File: config.mk
export PLATFORM = sky130hd
export DESIGN_NAME = regfile_scoreboard
export DESIGN_NICKNAME = d
export VERILOG_FILES = /design/src/rtl/regfile_pkg.sv /design/src/rtl/regfile_sb_port.sv /design/src/rtl/regfile_scoreboard.sv
export SDC_FILE = /design/constraint.sdc
export NUM_CORES = 1
export LEC_CHECK = 0
export CAP_MARGIN = 20
export CORE_MARGIN = 2
export CORE_UTILIZATION = 58
export DETAILED_ROUTE_END_ITERATION = 8
export DONT_BUFFER_PORTS = 1
export PLACE_DENSITY = 0.78
export REMOVE_ABC_BUFFERS = 1
export SYNTH_ARGS = -nofsm -noshare
export SYNTH_HDL_FRONTEND = slang
export SYNTH_SLANG_ARGS = --single-unit
export TNS_END_PERCENT = 20
File: constraint.sdc
create_clock -name Clock -period 15.4 [get_ports Clock]
set_input_delay 1.54 -clock Clock [delete_from_list [all_inputs] [get_ports Clock]]
set_output_delay 1.54 -clock Clock [all_outputs]
set_load 0.03 [all_outputs]
File: src/rtl/regfile_pkg.sv
// Shared constants and helpers for the scoreboarded register file.
// Imported by the read-port slice and the top level.
package regfile_pkg;

  localparam int DEF_WIDTH    = 32;
  localparam int DEF_NUM_REGS = 16;
  localparam int R0_IDX       = 0;

  // Address width for n registers; never below one bit.
  function automatic int addr_w(input int n);
    return (n <= 2) ? 1 : $clog2(n);
  endfunction

endpackage

File: src/rtl/regfile_sb_port.sv
// One combinational read port: R0 zeroing, range check, bypass, ready.
// Instantiated once per read port by regfile_scoreboard.
module regfile_sb_port
  import regfile_pkg::*;
#(
  parameter int WIDTH    = DEF_WIDTH,
  parameter int NUM_REGS = DEF_NUM_REGS,
  parameter int ADDR_W   = addr_w(NUM_REGS),
  parameter int BYPASS   = 1,
  parameter int ZERO_EN  = 0
) (
  input  logic [ADDR_W-1:0] addr,
  input  logic              ba_sel,
  input  logic              wb_valid,
  input  logic [ADDR_W-1:0] wb_addr,
  input  logic [WIDTH-1:0]  wb_data,
  input  logic [WIDTH-1:0]  reg_data,
  input  logic              reg_pend,
  output logic [WIDTH-1:0]  data,
  output logic              ready
);

  localparam logic [ADDR_W:0] LIMIT =
    (ADDR_W+1)'(NUM_REGS);

  logic zero_hit;
  logic oor;
  logic byp;

  assign zero_hit = (ZERO_EN != 0) && ba_sel &&
                    (addr == ADDR_W'(R0_IDX));
  assign oor      = {1'b0, addr} >= LIMIT;
  assign byp      = (BYPASS != 0) && wb_valid &&
                    (wb_addr == addr);

  // Priority select: zeroing, out of range, bypass, array.
  always_comb begin
    data  = '0;
    ready = 1'b1;
    if (zero_hit || oor) begin
      data  = '0;
      ready = 1'b1;
    end else if (byp) begin
      data  = wb_data;
      ready = 1'b1;
    end else begin
      data  = reg_data;
      ready = !reg_pend;
    end
  end

endmodule

File: src/rtl/regfile_scoreboard.sv
// Register bank with two read ports, one write-back port and a
// per-register pending scoreboard for multi-cycle producers.
module regfile_scoreboard
  import regfile_pkg::*;
#(
  parameter int WIDTH    = DEF_WIDTH,
  parameter int NUM_REGS = DEF_NUM_REGS,
  parameter int ADDR_W   = addr_w(NUM_REGS),
  parameter int BYPASS   = 1,
  parameter int R0_ZERO  = 1
) (
  input  logic                Clock,
  input  logic                Clear,
  input  logic [ADDR_W-1:0]   rd_addr_a,
  input  logic                ba_sel_a,
  output logic [WIDTH-1:0]    rd_data_a,
  output logic                rd_ready_a,
  input  logic [ADDR_W-1:0]   rd_addr_b,
  output logic [WIDTH-1:0]    rd_data_b,
  output logic                rd_ready_b,
  input  logic                iss_valid,
  input  logic [ADDR_W-1:0]   iss_rd,
  output logic                iss_ready,
  input  logic                wb_valid,
  input  logic [ADDR_W-1:0]   wb_addr,
  input  logic [WIDTH-1:0]    wb_data,
  output logic [NUM_REGS-1:0] pending,
  output logic                wb_err
);

  localparam logic [ADDR_W:0] LIMIT =
    (ADDR_W+1)'(NUM_REGS);

  logic [WIDTH-1:0]    regs [NUM_REGS];
  logic [NUM_REGS-1:0] pend_nxt;
  logic                wb_in;
  logic                iss_in;
  logic                wb_hit_iss;
  logic                wb_bad;

  assign wb_in      = {1'b0, wb_addr} < LIMIT;
  assign iss_in     = {1'b0, iss_rd} < LIMIT;
  assign wb_hit_iss = wb_valid && (wb_addr == iss_rd);

  // A pending register accepts a new issue only if it retires now.
  assign iss_ready = iss_in &&
                     (!pending[iss_rd] || wb_hit_iss);

  // Out-of-range or unexpected write-backs flag an error.
  assign wb_bad = wb_valid && (!wb_in || !pending[wb_addr]);

  // Next scoreboard: write-back clears, then issue sets (issue wins).
  always_comb begin
    pend_nxt = pending;
    if (wb_valid && wb_in)
      pend_nxt[wb_addr] = 1'b0;
    if (iss_valid && iss_ready)
      pend_nxt[iss_rd] = 1'b1;
  end

  // Register array, scoreboard and sticky error state.
  always_ff @(posedge Clock or posedge Clear) begin
    if (Clear) begin
      for (int i = 0; i < NUM_REGS; i++)
        regs[i] <= '0;
      pending <= '0;
      wb_err  <= 1'b0;
    end else begin
      if (wb_valid && wb_in)
        regs[wb_addr] <= wb_data;
      pending <= pend_nxt;
      if (wb_bad)
        wb_err <= 1'b1;
    end
  end

  regfile_sb_port #(
    .WIDTH    (WIDTH),
    .NUM_REGS (NUM_REGS),
    .ADDR_W   (ADDR_W),
    .BYPASS   (BYPASS),
    .ZERO_EN  (R0_ZERO)
  ) u_port_a (
    .addr     (rd_addr_a),
    .ba_sel   (ba_sel_a),
    .wb_valid (wb_valid),
    .wb_addr  (wb_addr),
    .wb_data  (wb_data),
    .reg_data (regs[rd_addr_a]),
    .reg_pend (pending[rd_addr_a]),
    .data     (rd_data_a),
    .ready    (rd_ready_a)
  );

  regfile_sb_port #(
    .WIDTH    (WIDTH),
    .NUM_REGS (NUM_REGS),
    .ADDR_W   (ADDR_W),
    .BYPASS   (BYPASS),
    .ZERO_EN  (0)
  ) u_port_b (
    .addr     (rd_addr_b),
    .ba_sel   (1'b0),
    .wb_valid (wb_valid),
    .wb_addr  (wb_addr),
    .wb_data  (wb_data),
    .reg_data (regs[rd_addr_b]),
    .reg_pend (pending[rd_addr_b]),
    .data     (rd_data_b),
    .ready    (rd_ready_b)
  );

endmodule

==> summary.txt <==
Outcome
  • Run status: finished clean

Placed design
  • GP Congestion: 0.8332
  • Post-DP HPWL: 40790 um
  • Port bufs: 0

CTS
  • Hold-fix buffers, CTS: 0
  • Worst skew pair latency: 0.61 ns
  • Reg clk slew, reported paths: 0.06 ns
  • CTS tree: built
  • TritonCTS Sinks: 529
  • Max clock buf depth: 3
  • Resized Gates After CTS: 0
  • H-tree lvl count: 2
  • CTS buffer count: 54
  • Setup Buffers After CTS: 0
  • Root buffer cell: clkbuf_16

Setup path
  • Endpoint type of the worst setup path: output port
  • FF-to-FF End: pending[2]$_DFF_PP0_
  • R2R depth: 3
  • R2r setup slk: 13.59 ns
  • WP data required: 13.86 ns
  • Crit path kind: input port to output port
  • Crit path arrival time: 3.76 ns
  • Critical Path Source: rd_addr_a[2]
  • Largest fanout on the critical path: 33
  • Type of origin of the critical path: input port
  • RR Startpoint: pending[3]$_DFF_PP0_

Floorplanning
  • Die area: 51100 sq um
  • FP Rows: 81
  • Horiz. Die Dim: 226.1 um
  • Die Y: 226.1 um
  • Initial Utilization: 58.55%
  • Boundary Pins: 137
  • Core footprint: 48850 sq um

Synth
  • Netlist area before placement: 28600 sq um
  • Area share of the leading cell type in the synthesized netlist: 46.29%
  • Register area share after synthesis: 46.29%
  • Syn avg cell area: 15.29 sq um
  • Yosys top cell by area: dfrtp_1
  • Ys Warns: 0
  • Yosys cell types: 37
  • Post-synthesis instance total: 1871
  • Register bit count reported by yosys: 529
  • Synth top area cells: dfrtp_1, mux4_2, mux2_2

STA
  • Final setup viols: 0
  • Final min period: 5.301 ns
  • Relative slew slack: 32.55%
  • RSZ-0062 raised after global routing: no
  • Least-Margin Pin Slew: 1.012 ns
  • Fmax: 0.1886 GHz
  • Final Cycle Share: 34.42%
  • Final Hold Violating Endpoints: 0
  • Setup TNS: 0 ns
  • Setup Skew: 0.01823 ns
  • Min Hold Slack: 0.5093 ns
  • Pins Over Slew Limit: 0

Power and ir drop
  • Psw: 1.248 mW
  • Clk network pwr share: 31.0%
  • Maximum vdd drop: 0.00009577 V
  • Cell Pwr Density: 141.9 nW/um^2
  • Comb power frac: 23.3%
  • Total leakage power: 12.67 nW
  • Seq pwr share: 45.7%
  • Net Sw Frac: 28.52%
  • Total internal power: 3.128 mW
  • Total power: 4.376 mW

Routing
  • First-pass DRT Iterations: 5
  • Vias per Instance: 7.178
  • DR iter-0 viols: 1786
  • DR DRC count: 0
  • Via count: 17780
  • WL/cell: 30.73 um
  • Antenna viol nets, final: 0
  • Final wirelength: 76110 um

Cells and area
  • Fin nets: 1822
  • Fraction of layout cells with a size suffix above 1: 51.79%
  • Commonest cells after routing, fill and taps aside: dfrtp_1, mux2_2, mux4_2
  • Post-route core utilization: 63.15%
  • Fill cells: 3456
  • N_diodes: 0
  • Syn-to-layout area delta: 7.857%
  • Commonest non-fill, non-tap cell in the layout: dfrtp_1

Worst hold path
  • Hold Path End: regs[283]$_DFFE_PP0P_
  • Worst hold path class: register to register
  • Worst Min Path Start: regs[283]$_DFFE_PP0P_
  • WHS Path Cells: 1

Global route
  • First-pass GRT wire length: 116000 um
  • Global route overflow: 0
  • Initial antenna violation count: 0
  • Largest net degree at the start of global routing: 135
  • GR Util All Layers: 30.57%
  • Via count of the first global-routing pass: 18760

Job
  • Max-cap viol count: 0
stage by stage:
step                      area [sq um]  setup slack (ns)  std cells
final                            30850             10.10       2477
after CTS                        30790             10.09       2475
after global routing             30850             10.01       2477
after detailed placement         28950             10.09       2375
after floorplan                  27720           -0.9218       1678
after global placement           28950             10.12       2375
final cells by class:
type | count | area (sq um) | share of cell area, %
tap | 664 | 830.8 | 2.693
clock inverter | 22 | 216.5 | 0.7017
inverter | 3 | 18.77 | 0.06084
sequential | 529 | 13240 | 42.91
timing repair buffer | 35 | 302.8 | 0.9816
multi-input combinational | 1146 | 14620 | 47.39
clock buffer | 78 | 1623 | 5.261
metal layers:
| metal | part of all wire [%] | vias to the layer above | global-route usage, % |
|---|---|---|---|
| met5 | 0 | - | 0 |
| met4 | 3.1 | 0 | 9.423 |
| met3 | 8.5 | 175 | 6.336 |
| met2 | 48 | 852 | 48.34 |
| met1 | 41 | 9621 | 43.21 |
| li1 | - | 7131 | - |
state kept, by name (all words and copies together), names as in the netlist:
name     count
regs       512
pending     16
wb_err       1
synth_stat cells:
cell type and n:
nor3b_1 1, nand3b_1 5, a31oi_1 1, mux4_2 275
xnor2_1 6, buf_2 89, mux2_1 37, o31ai_1 11
a22o_1 32, a311o_1 1, o41ai_1 4, o211ai_1 1
mux2_2 508, xor2_1 6, and2_0 2, nor2_1 13
inv_1 3, buf_6 3, a21boi_0 4, and4b_1 2
o21ai_0 9, nand3_1 3, or3b_2 1, o32ai_1 1
and3_1 2, and4_1 1, buf_4 6, clkbuf_1 87
a22oi_1 126, nor4_4 1, mux2i_1 2, nand2b_1 7
nor2b_1 4, dfrtp_1 529, nand2_1 79, nor3_1 1
buf_1 8
power by group through the flow:
stage	combinational, mW	clock [mW]	sequential, mW
finish	1.02	1.36	2.00
CTS	1.02	1.37	1.99
global route	1.09	1.43	2.04
global placement	0.987	0	1.97
detailed placement	1.02	0	2.01
floorplan	0.873	0	1.93
worst max path at each step:
stage	endpoint	cells after the start	slack, ns
final	rd_data_a[2]	6	10.10
after global routing	rd_data_a[31]	6	10.01
after CTS	rd_data_a[2]	6	10.09
after detailed placement	rd_data_a[2]	6	10.09
after global placement	rd_data_a[2]	6	10.12
after floorplan	pending[0]$_DFF_PP0_	1	-0.92
kinds of logic after synthesis:
kind of cell / after synthesis / share of synthesized area [%]
flops: 529 / 46.29
mux: 822 / 43.18
simple gates: 122 / 1.969
buf+inv: 196 / 3.119
xor+xnor: 12 / 0.3675
compound gates: 190 / 5.075
critical path, stage by stage:
cell and delay [ns]:
nor2_4 0.02, buf_4 0.33, and3_1 0.33, a31oi_4 0.70
buf_4 0.42, a22o_1 0.38
Note: power is estimated with default switching activity, not from simulation.
